File: src/rtl/id_ex_buffer.sv
`default_nettype none
// ============================================================================
// Module      : id_ex_buffer
// Description : ID/EX pipeline register for the 5-stage core. Captures the
//               decoded fields and control signals from ID once per cycle
//               and presents them to EX. It also:
//                 - inserts a bubble (all-zero EX fields) on a load-use
//                   stall from the HDU or a taken-branch flush from EX;
//                 - holds everything unchanged on a global freeze;
//                 - counts accepted stall and flush cycles (saturating);
//                 - raises a sticky error when stalls are accepted on two
//                   consecutive accepted cycles.
//               Edge action priority: rst > flush > freeze > stall > load.
//
// Ports       : clk, rst                 clock, synchronous active-high reset
//               HDU_stall_in             load-use stall request
//               flush_in                 taken-branch flush from EX
//               freeze_in                global freeze (memory busy)
//               *_ID_in                  decoded fields / control from ID
//               *_EX_out                 registered EX-stage copies
//               stall_cnt_out            accepted stall cycles (saturating)
//               flush_cnt_out            accepted flush cycles (saturating)
//               stall_err_out            sticky back-to-back stall flag
//
// Revision    : 1.0 - initial release
// ============================================================================
module id_ex_buffer #(
    parameter int DATA_W = 16,
    parameter int PC_W   = 16,
    parameter int CNT_W  = 8
) (
    input  logic              clk,
    input  logic              rst,

    // Pipeline control
    input  logic              HDU_stall_in,
    input  logic              flush_in,
    input  logic              freeze_in,

    // Decode-stage inputs
    input  logic              valid_ID_in,
    input  logic [3:0]        inst_opcode_ID_in,
    input  logic [2:0]        Rdst_ID_in,
    input  logic [2:0]        Rsrc_ID_in,
    input  logic [DATA_W-1:0] Rdst_data_ID_in,
    input  logic [DATA_W-1:0] Rsrc_data_ID_in,
    input  logic [DATA_W-1:0] imm_ID_in,
    input  logic [PC_W-1:0]   pc_ID_in,
    input  logic              mem_read_ID_in,
    input  logic              mem_write_ID_in,
    input  logic              reg_write_ID_in,
    input  logic [3:0]        alu_op_ID_in,

    // Execute-stage outputs
    output logic              valid_EX_out,
    output logic [3:0]        inst_opcode_EX_out,
    output logic [2:0]        Rdst1_EX_out,
    output logic [2:0]        Rsrc_EX_out,
    output logic [DATA_W-1:0] Rdst_data_EX_out,
    output logic [DATA_W-1:0] Rsrc_data_EX_out,
    output logic [DATA_W-1:0] imm_EX_out,
    output logic [PC_W-1:0]   pc_EX_out,
    output logic              mem_read_EX_out,
    output logic              mem_write_EX_out,
    output logic              reg_write_EX_out,
    output logic [3:0]        alu_op_EX_out,

    // Event monitoring
    output logic [CNT_W-1:0]  stall_cnt_out,
    output logic [CNT_W-1:0]  flush_cnt_out,
    output logic              stall_err_out
);

    localparam logic [CNT_W-1:0] c_CNT_MAX = {CNT_W{1'b1}};
    localparam logic [CNT_W-1:0] c_CNT_ONE = {{(CNT_W-1){1'b0}}, 1'b1};

    // ------------------------------------------------------------------
    // Registered state
    // ------------------------------------------------------------------
    logic              r_valid;
    logic [3:0]        r_opcode;
    logic [2:0]        r_rdst;
    logic [2:0]        r_rsrc;
    logic [DATA_W-1:0] r_rdst_data;
    logic [DATA_W-1:0] r_rsrc_data;
    logic [DATA_W-1:0] r_imm;
    logic [PC_W-1:0]   r_pc;
    logic              r_mem_read;
    logic              r_mem_write;
    logic              r_reg_write;
    logic [3:0]        r_alu_op;
    logic [CNT_W-1:0]  r_stall_cnt;
    logic [CNT_W-1:0]  r_flush_cnt;
    logic              r_stall_err;
    // Set only by an accepted stall; any accepted flush or load clears it,
    // a freeze leaves it alone so a stall-freeze-stall run still counts as
    // back-to-back.
    logic              r_prev_stall;

    // ------------------------------------------------------------------
    // Next-state values
    // ------------------------------------------------------------------
    logic              w_valid_nxt;
    logic [3:0]        w_opcode_nxt;
    logic [2:0]        w_rdst_nxt;
    logic [2:0]        w_rsrc_nxt;
    logic [DATA_W-1:0] w_rdst_data_nxt;
    logic [DATA_W-1:0] w_rsrc_data_nxt;
    logic [DATA_W-1:0] w_imm_nxt;
    logic [PC_W-1:0]   w_pc_nxt;
    logic              w_mem_read_nxt;
    logic              w_mem_write_nxt;
    logic              w_reg_write_nxt;
    logic [3:0]        w_alu_op_nxt;
    logic [CNT_W-1:0]  w_stall_cnt_nxt;
    logic [CNT_W-1:0]  w_flush_cnt_nxt;
    logic              w_stall_err_nxt;
    logic              w_prev_stall_nxt;

    // ------------------------------------------------------------------
    // Action decode: exactly one of these is high every cycle. Reset is
    // not part of this decode; it overrides everything in the flop block.
    // ------------------------------------------------------------------
    logic w_act_flush;
    logic w_act_freeze;
    logic w_act_stall;
    logic w_act_load;

    always_comb begin
        w_act_flush  = flush_in;
        w_act_freeze = !flush_in && freeze_in;
        w_act_stall  = !flush_in && !freeze_in && HDU_stall_in;
        w_act_load   = !flush_in && !freeze_in && !HDU_stall_in;
    end

    // Saturating increments; at all-ones the counter stays put.
    logic [CNT_W-1:0] w_stall_cnt_inc;
    logic [CNT_W-1:0] w_flush_cnt_inc;

    always_comb begin
        w_stall_cnt_inc = (r_stall_cnt == c_CNT_MAX) ? r_stall_cnt
                                                     : r_stall_cnt + c_CNT_ONE;
        w_flush_cnt_inc = (r_flush_cnt == c_CNT_MAX) ? r_flush_cnt
                                                     : r_flush_cnt + c_CNT_ONE;
    end

    // ------------------------------------------------------------------
    // Pipeline payload next-state. Default is hold (freeze); a bubble is
    // all zeros, which also makes the opcode a NOP and drops mem_read so
    // the HDU cannot re-trigger on the inserted bubble.
    // ------------------------------------------------------------------
    always_comb begin
        w_valid_nxt     = r_valid;
        w_opcode_nxt    = r_opcode;
        w_rdst_nxt      = r_rdst;
        w_rsrc_nxt      = r_rsrc;
        w_rdst_data_nxt = r_rdst_data;
        w_rsrc_data_nxt = r_rsrc_data;
        w_imm_nxt       = r_imm;
        w_pc_nxt        = r_pc;
        w_mem_read_nxt  = r_mem_read;
        w_mem_write_nxt = r_mem_write;
        w_reg_write_nxt = r_reg_write;
        w_alu_op_nxt    = r_alu_op;

        if (w_act_flush || w_act_stall) begin
            w_valid_nxt     = 1'b0;
            w_opcode_nxt    = 4'd0;
            w_rdst_nxt      = 3'd0;
            w_rsrc_nxt      = 3'd0;
            w_rdst_data_nxt = '0;
            w_rsrc_data_nxt = '0;
            w_imm_nxt       = '0;
            w_pc_nxt        = '0;
            w_mem_read_nxt  = 1'b0;
            w_mem_write_nxt = 1'b0;
            w_reg_write_nxt = 1'b0;
            w_alu_op_nxt    = 4'd0;
        end else if (w_act_load) begin
            // valid=0 from ID passes straight through; ID owns zeroing its
            // own control fields for non-instructions.
            w_valid_nxt     = valid_ID_in;
            w_opcode_nxt    = inst_opcode_ID_in;
            w_rdst_nxt      = Rdst_ID_in;
            w_rsrc_nxt      = Rsrc_ID_in;
            w_rdst_data_nxt = Rdst_data_ID_in;
            w_rsrc_data_nxt = Rsrc_data_ID_in;
            w_imm_nxt       = imm_ID_in;
            w_pc_nxt        = pc_ID_in;
            w_mem_read_nxt  = mem_read_ID_in;
            w_mem_write_nxt = mem_write_ID_in;
            w_reg_write_nxt = reg_write_ID_in;
            w_alu_op_nxt    = alu_op_ID_in;
        end
    end

    // ------------------------------------------------------------------
    // Event counters, prev-stall tracking and sticky error next-state
    // ------------------------------------------------------------------
    always_comb begin
        w_stall_cnt_nxt  = r_stall_cnt;
        w_flush_cnt_nxt  = r_flush_cnt;
        w_stall_err_nxt  = r_stall_err;
        w_prev_stall_nxt = r_prev_stall;

        if (w_act_flush) begin
            w_flush_cnt_nxt  = w_flush_cnt_inc;
            w_prev_stall_nxt = 1'b0;
        end else if (w_act_stall) begin
            w_stall_cnt_nxt  = w_stall_cnt_inc;
            w_stall_err_nxt  = r_stall_err | r_prev_stall;
            w_prev_stall_nxt = 1'b1;
        end else if (w_act_load) begin
            w_prev_stall_nxt = 1'b0;
        end
    end

    // ------------------------------------------------------------------
    // State registers
    // ------------------------------------------------------------------
    always_ff @(posedge clk) begin
        if (rst) begin
            r_valid      <= 1'b0;
            r_opcode     <= 4'd0;
            r_rdst       <= 3'd0;
            r_rsrc       <= 3'd0;
            r_rdst_data  <= '0;
            r_rsrc_data  <= '0;
            r_imm        <= '0;
            r_pc         <= '0;
            r_mem_read   <= 1'b0;
            r_mem_write  <= 1'b0;
            r_reg_write  <= 1'b0;
            r_alu_op     <= 4'd0;
            r_stall_cnt  <= '0;
            r_flush_cnt  <= '0;
            r_stall_err  <= 1'b0;
            r_prev_stall <= 1'b0;
        end else begin
            r_valid      <= w_valid_nxt;
            r_opcode     <= w_opcode_nxt;
            r_rdst       <= w_rdst_nxt;
            r_rsrc       <= w_rsrc_nxt;
            r_rdst_data  <= w_rdst_data_nxt;
            r_rsrc_data  <= w_rsrc_data_nxt;
            r_imm        <= w_imm_nxt;
            r_pc         <= w_pc_nxt;
            r_mem_read   <= w_mem_read_nxt;
            r_mem_write  <= w_mem_write_nxt;
            r_reg_write  <= w_reg_write_nxt;
            r_alu_op     <= w_alu_op_nxt;
            r_stall_cnt  <= w_stall_cnt_nxt;
            r_flush_cnt  <= w_flush_cnt_nxt;
            r_stall_err  <= w_stall_err_nxt;
            r_prev_stall <= w_prev_stall_nxt;
        end
    end

    // ------------------------------------------------------------------
    // Outputs are straight flop copies; no input reaches an output
    // combinationally.
    // ------------------------------------------------------------------
    assign valid_EX_out       = r_valid;
    assign inst_opcode_EX_out = r_opcode;
    assign Rdst1_EX_out       = r_rdst;
    assign Rsrc_EX_out        = r_rsrc;
    assign Rdst_data_EX_out   = r_rdst_data;
    assign Rsrc_data_EX_out   = r_rsrc_data;
    assign imm_EX_out         = r_imm;
    assign pc_EX_out          = r_pc;
    assign mem_read_EX_out    = r_mem_read;
    assign mem_write_EX_out   = r_mem_write;
    assign reg_write_EX_out   = r_reg_write;
    assign alu_op_EX_out      = r_alu_op;
    assign stall_cnt_out      = r_stall_cnt;
    assign flush_cnt_out      = r_flush_cnt;
    assign stall_err_out      = r_stall_err;

endmodule
`default_nettype wire
File: config.mk
export PLATFORM = sky130hd
export DESIGN_NAME = id_ex_buffer
export DESIGN_NICKNAME = d
export VERILOG_FILES = /design/src/rtl/id_ex_buffer.sv
export SDC_FILE = /design/constraint.sdc
export NUM_CORES = 1
export LEC_CHECK = 0
export ABC_CLOCK_PERIOD_IN_PS = 1700
export BUFFER_PORTS_ARGS = -buffer_cell sky130_fd_sc_hd__buf_2
export CAP_MARGIN = 30
export CORE_AREA = 2 2 95 97
export DETAILED_ROUTE_END_ITERATION = 8
export DIE_AREA = 0 0 97 99
export PLACE_DENSITY = 0.86
export SKIP_CTS_REPAIR_TIMING = 1
export SLEW_MARGIN = 25
export SYNTH_ARGS = -nofsm -noshare
export SYNTH_HDL_FRONTEND = slang
export SYNTH_SLANG_ARGS = --single-unit
File: constraint.sdc
create_clock -name clk -period 1.7 [get_ports clk]
set_input_delay 0.34 -clock clk [delete_from_list [all_inputs] [get_ports clk]]
set_output_delay 0.34 -clock clk [all_outputs]
set_load 0.005 [all_outputs]
==> impl_metrics.yaml, run 1 <==
finish:
  fin_nets: 729
  drive_above_1_share_pct: 34.7
  area_delta_synth_final_pct: 31.8
  fill_cells: 783
  final_cell_mix: "buf_2 (185), nor3_1 (147), dfxtp_1 (100)"
  final_common_cell: "buf_2"
  seq_area_um2: 2000
  postLayoutCoreUtil_pct: 59.3
  num_antenna_cells: 0
  multi_input_area_um2: 1610
worst_setup_path:
  crit_path_start_kind: "flop"
  cp.arrival_ns: 1.86
  crit_path_max_fanout: 4
  regToRegEndpoint: "stall_cnt_out[5]"
  worstSetupPathType: "reg2reg"
  reg2reg_depth: 5
  worstPathRequired_ns: 1.99
  reg2reg_from: "stall_cnt_out[0]"
  r2r_setup_slack_ns: 0.13
  worstSetupEndpointType: "flop"
clock_tree:
  htree_levels: 3
  cts_max_path_buffers: 2
  cts_tree: "yes"
  numCtsBuffers: 9
  clock_latency_ns: 0.35
  cts.sinks: 100
  clkTransAtPathRegs_ns: 0.10
  cts_root_buf: "clkbuf_8"
logic_synthesis:
  ys_ff_latch: 100
  syn_nets: 555
  syn_area_per_cell_um2: 8.26
  synth-warning-count: 0
  ys_seq_area_share_pct: 52.0
  syn_inst: 466
  netlist_area_um2: 3850
  synth_cell_types: 36
route:
  routedWlPerCell_um: 13.5
  drt-initial-drc-count: 118
  postRouteAntennaNets: 0
  dr_wl_met3_um: 696
  drc: 0
  wirelength_mm: 10.1
  drt_first_pass_iters: 4
  dr.max_layer_used: "met4"
  viasPerCell: 5.16
  vias: 3888
  route.met2.wl_mm: 5.11
  wl_met1_mm: 4.18
power:
  p_leak_nw: 2.28
  ir_worst_vdd_mv: 0.472
  p_per_area_nw_per_um2: 874
timing:
  tightest_slew_ns: 0.414
  timing.final.crit_period_ns: 1.57
  finalSetupViolCount: 0
  finalHoldViolCount: 0
  grt_setup_unrepaired: "false"
  finalCritPeriodShare_pct: 92.2
  max_slew_margin_pct: 72.2
  setup_tns_ns: 0
  fin_ws_ns: 0.132
  final_max_slew_viol_count: 0
  skew_ns: 0.00812
  max_freq_mhz: 638
global_routing:
  grt_antenna_before_repair: 0
  grt_overflow: 0
  grt_max_degree: 49
  grt_pass1_vias: 3754
  grt_pass1_wl_mm: 16.5
  grt_usage_pct: 20.3
hold_path:
  whs_endpoint: "imm_EX_out[12]"
  whs_path_depth: 3
  hold_class: "in2reg"
  hold_start: "imm_ID_in[12]"
placed_design:
  gp_congestion: 0.879
  io_buffers: 185
  dpl_worst_slack_ns: 0.0922
  post-dp-hpwl_mm: 7.22
run_status:
  run_status: "finished, final reports clean"
floorplan:
  row_count: 34
  initial_core_util_pct: 45.0
  core_um2: 8550
  die_h_um: 99
  die_width_um: 97
  ios: 186
  dieArea_um2: 9600
flow_run:
  max_cap_viol_count: 0
==> power by group <==
| group | internal (mW) | total (mW) | switching (mW) |
|---|---|---|---|
| combinational | 0.213 | 0.475 | 0.261 |
| sequential | 2.40 | 2.43 | 0.0327 |
| clock | 0.728 | 1.53 | 0.798 |
| total | 3.34 | 4.43 | 1.09 |
==> worst max-delay path by stage <==
stage	start	to	slack (ns)	cells after the start
after floorplan	flush_cnt_out[0]	flush_cnt_out[1]	0.25	5
after detailed placement	HDU_stall_in	stall_cnt_out[4]	0.09	6
final	stall_cnt_out[0]	stall_cnt_out[5]	0.13	5
after global placement	HDU_stall_in	stall_cnt_out[4]	0.14	6
after global routing	stall_cnt_out[0]	stall_cnt_out[1]	0.01	5
after CTS	stall_cnt_out[0]	stall_cnt_out[1]	0.11	5
==> per-stage QoR <==
step                std cells  instance area, um^2  hold WS [ns]  total power, mW
floorplan                 466                 3850         0.450             2.74
global placement          737                 4870         0.440             2.95
detailed placement        737                 4870         0.450             2.96
CTS                       753                 5070         0.212             4.48
global route              753                 5070         0.218             4.63
finish                    753                 5070         0.224             4.43
==> sequential cells by signal, indices dropped and copies added, names as in the netlist, 4 cells and up <==
name,cells
Rdst_data_EX_out,16
Rsrc_data_EX_out,16
imm_EX_out,16
pc_EX_out,16
flush_cnt_out,8
stall_cnt_out,8
alu_op_EX_out,4
inst_opcode_EX_out,4
==> metal layers <==
metal | vias to the layer above | track usage (%)
li1 | 1943 | -
met1 | 1783 | 23.0
met2 | 147 | 37.7
met3 | 15 | 4.89
met4 | 0 | 6.50
met5 | - | 0
==> critical path: stages, from the launching register on <==
cell and delay [ns]:
dfxtp_1 0.35, ha_1 0.22, nand2_1 0.19, nor3_1 0.12, or4_1 0.48, a21oi_1 0.15
==> cells by family (layout without fill, tap and decap cells) <==
group                    Yosys count  in the layout  synth area share [%]
flip-flops                       100            100                  52.0
multiplexers                       3              3                 0.781
buffers and inverters             42            221                  6.21
AND/OR/NAND/NOR                  283            283                  34.5
AO/OA/AOI/OAI                     33             33                  5.14
XOR/XNOR                           3              3                 0.683
adder cells (fa/ha/maj)            2              2                 0.650
==> layout make-up <==
type	count	area share [%]
clock inverter	5	1.18
clock buffer	11	2.79
multi-input combinational	324	31.8
timing repair buffer	200	21.7
sequential	100	39.5
inverter	5	0.370
tap	108	2.66
==> synthesized netlist by cell type <==
cell type	number	area, um^2
or3_1	2	12.5
a21boi_0	1	7.51
nand3_1	4	20.0
o211ai_1	2	15.0
and4_1	1	8.76
buf_4	2	15.0
a31oi_1	1	6.26
a311oi_1	2	17.5
a21oi_1	17	85.1
nand2_2	1	6.26
nor4_4	1	21.3
o21ai_0	4	20.0
dfxtp_1	100	2000
nor3_1	147	736
buf_6	8	90.1
ha_1	2	25.0
clkbuf_1	23	86.3
clkbuf_8	1	13.8
a211oi_1	3	22.5
nor3b_2	1	12.5
nand4bb_1	1	11.3
and3_2	1	7.51
or2_1	1	6.26
xor2_1	2	17.5
and4_2	2	20.0
o31ai_1	2	15.0
o2bb2ai_1	1	8.76
nand2_1	28	105
nor2_2	1	6.26
buf_2	3	15.0
inv_1	5	18.8
mux2i_1	3	30.0
xnor2_1	1	8.76
or4_1	1	7.51
nand4_1	2	12.5
nor2_1	89	334
(Power assumes the default switching activity.)
==> run 2: changes to the inputs <==
Settings changed: ABC_CLOCK_PERIOD_IN_PS 1700 to 1900, CORE_AREA 2 2 95 97 to 2 2 92 94, CTS_CLUSTER_SIZE set to 14, DIE_AREA 0 0 97 99 to 0 0 94 96, PLACE_DENSITY 0.86 to 0.91.
Clock period 1.7 ns to 1.9 ns, I/O delays scaled along.
==> run 2 against run 1 <==
Critical endpoint is now flush_cnt_out[1]. Largest cell class unchanged. Global-route usage is 1.2 points higher. Non-clock buffer count fell by 3. Maximum frequency fell by 9.1%. Total power decreased by 13%. Critical path depth unchanged. Routed wire length increased by 0.74%. Combinational power shrank 13%. Die area decreased by 6.0%. Cell area fell by 1.7%.
==> impl_metrics.yaml, run 2 (synthesis results as in run 1) <==
power:
  p_int_mw: 2.82
  clockPowerShare_pct: 32.5
  p_leak_nw: 2.24
  combPwrFrac_pct: 10.7
  seqPwrFrac_pct: 56.7
  ir_worst_vdd_mv: 0.505
  power_switching_mw: 1.02
  p_per_area_nw_per_um2: 770
  switching_share_pct: 26.5
timing:
  grt_setup_unrepaired: "false"
  finalSetupViolCount: 0
  setup_tns_ns: 0
  timing.final.crit_period_ns: 1.73
  finalHoldViolCount: 0
  tightest_slew_ns: 0.466
  finalCritPeriodShare_pct: 90.8
  final_max_slew_viol_count: 0
  skew_ns: 0.00992
  max_freq_mhz: 580
  max_slew_margin_pct: 68.9
run_status:
  run_status: "finished, final reports clean"
clock_tree:
  clkTransAtPathRegs_ns: 0.10
  cts_tree: "yes"
  htree_levels: 3
  cts.sinks: 100
  cts_root_buf: "clkbuf_8"
  clock_latency_ns: 0.35
  numCtsBuffers: 9
  cts_max_path_buffers: 2
worst_setup_path:
  worstSetupEndpointType: "flop"
  crit_path_max_fanout: 5
  r2r_setup_slack_ns: 0.17
  cp_top_family: "flip-flops"
  slowest_delay_ns: 0.40
  cp.arrival_ns: 1.97
  worstPathRequired_ns: 2.14
  path_cells: "ha_1, nand4_1, o21ai_0, mux2i_1, nor2_1"
  worst-path-buf-inv: 0
  regToRegEndpoint: "flush_cnt_out[1]"
  crit_start: "flush_cnt_out[0]"
  crit_cells: 5
  crit_slowest_cell: "dfxtp_1"
  reg2reg_depth: 5
  cp-endpoint: "flush_cnt_out[1]"
  crit_path_start_kind: "flop"
  worstSetupPathType: "reg2reg"
  reg2reg_from: "flush_cnt_out[0]"
route:
  wirelength_mm: 10.2
  drt-initial-drc-count: 118
  vias: 3933
  drt_first_pass_iters: 4
  drc: 0
  postRouteAntennaNets: 0
  routedWlPerCell_um: 13.7
  viasPerCell: 5.27
global_routing:
  grt_usage_pct: 21.6
  grt_max_degree: 47
  grt_pass1_wl_mm: 15.5
  grt_pass1_vias: 3539
  grt_antenna_before_repair: 0
  grt_overflow: 0
finish:
  seq_area_um2: 2000
  fin_nets: 726
  final_cell_mix: "buf_2 (185), nor3_1 (147), dfxtp_1 (100)"
  final_common_cell: "buf_2"
  area_delta_synth_final_pct: 29.6
  multi_input_area_um2: 1610
  postLayoutCoreUtil_pct: 61.9
  drive_above_1_share_pct: 34.6
  fill_cells: 694
  num_antenna_cells: 0
floorplan:
  ios: 186
  row_count: 33
  initial_core_util_pct: 47.8
  die_h_um: 96
  dieArea_um2: 9020
  core_um2: 8050
  die_width_um: 94
placed_design:
  io_buffers: 185
  post-dp-hpwl_mm: 7.39
  gp_congestion: 0.828
hold_path:
  hold_class: "in2reg"
flow_run:
  max_cap_viol_count: 0
run 2: cell types whose count changed in the layout (fill, tap and decap cells not counted), sizes merged:
cell / delta
inv: +3
buf: -3
clkbuf: -2
bufinv: -1
run 2: how the worst min path moves through the flow:
stage                             start        endpoint  cells past startpoint
after floorplan            pc_EX_out[2]    pc_EX_out[2]                      2
after global placement    pc_EX_out[13]   pc_EX_out[13]                      2
after detailed placement   pc_EX_out[3]    pc_EX_out[3]                      2
after CTS                 imm_ID_in[12]  imm_EX_out[12]                      3
after global routing      imm_ID_in[12]  imm_EX_out[12]                      3
final                     imm_ID_in[12]  imm_EX_out[12]                      3
run 2: final cells by class:
| class | count | area share [%] |
|---|---|---|
| clock buffers | 9 | 2.48 |
| clock inverters | 7 | 1.13 |
| inverters | 5 | 0.376 |
| multi-input cells | 324 | 32.3 |
| flip-flops and latches | 100 | 40.2 |
| well taps | 105 | 2.63 |
| repair buffers | 197 | 20.9 |
run 2: power by group through the flow:
stage               registers [mW]  clock network [mW]  logic (mW)
floorplan                     2.23                   0       0.223
global placement              2.22                   0       0.398
detailed placement            2.23                   0       0.412
CTS                           2.18                1.28       0.413
global route                  2.18                1.38       0.458
finish                        2.18                1.25       0.412
run 2: tightest hold or removal path, cell delays in order:
cell and delay (ns):
buf_2 0.09, nand2_1 0.04, a21oi_1 0.05
run 2: through the flow:
| stage | worst slack, ns | power (mW) | instance area [um^2] | hold WS (ns) | cells |
|---|---|---|---|---|---|
| 2_1_floorplan | 0.447 | 2.45 | 3850 | 0.450 | 466 |
| 3_3_place_gp | 0.224 | 2.62 | 4810 | 0.440 | 731 |
| 3_5_place_dp | 0.129 | 2.64 | 4810 | 0.449 | 731 |
| 4_1_cts | 0.164 | 3.87 | 4990 | 0.246 | 747 |
| 5_1_grt | 0.0540 | 4.02 | 4990 | 0.246 | 747 |
| 6_report | 0.175 | 3.84 | 4990 | 0.252 | 747 |
run 2: metal layers:
metal | share of wire, % | up-vias | global-route usage, %
li1 | - | 1942 | -
met1 | 40 | 1799 | 24.5
met5 | 0 | - | 0
met2 | 51 | 168 | 38.6
met4 | 1.6 | 0 | 8.21
met3 | 7.8 | 24 | 5.87
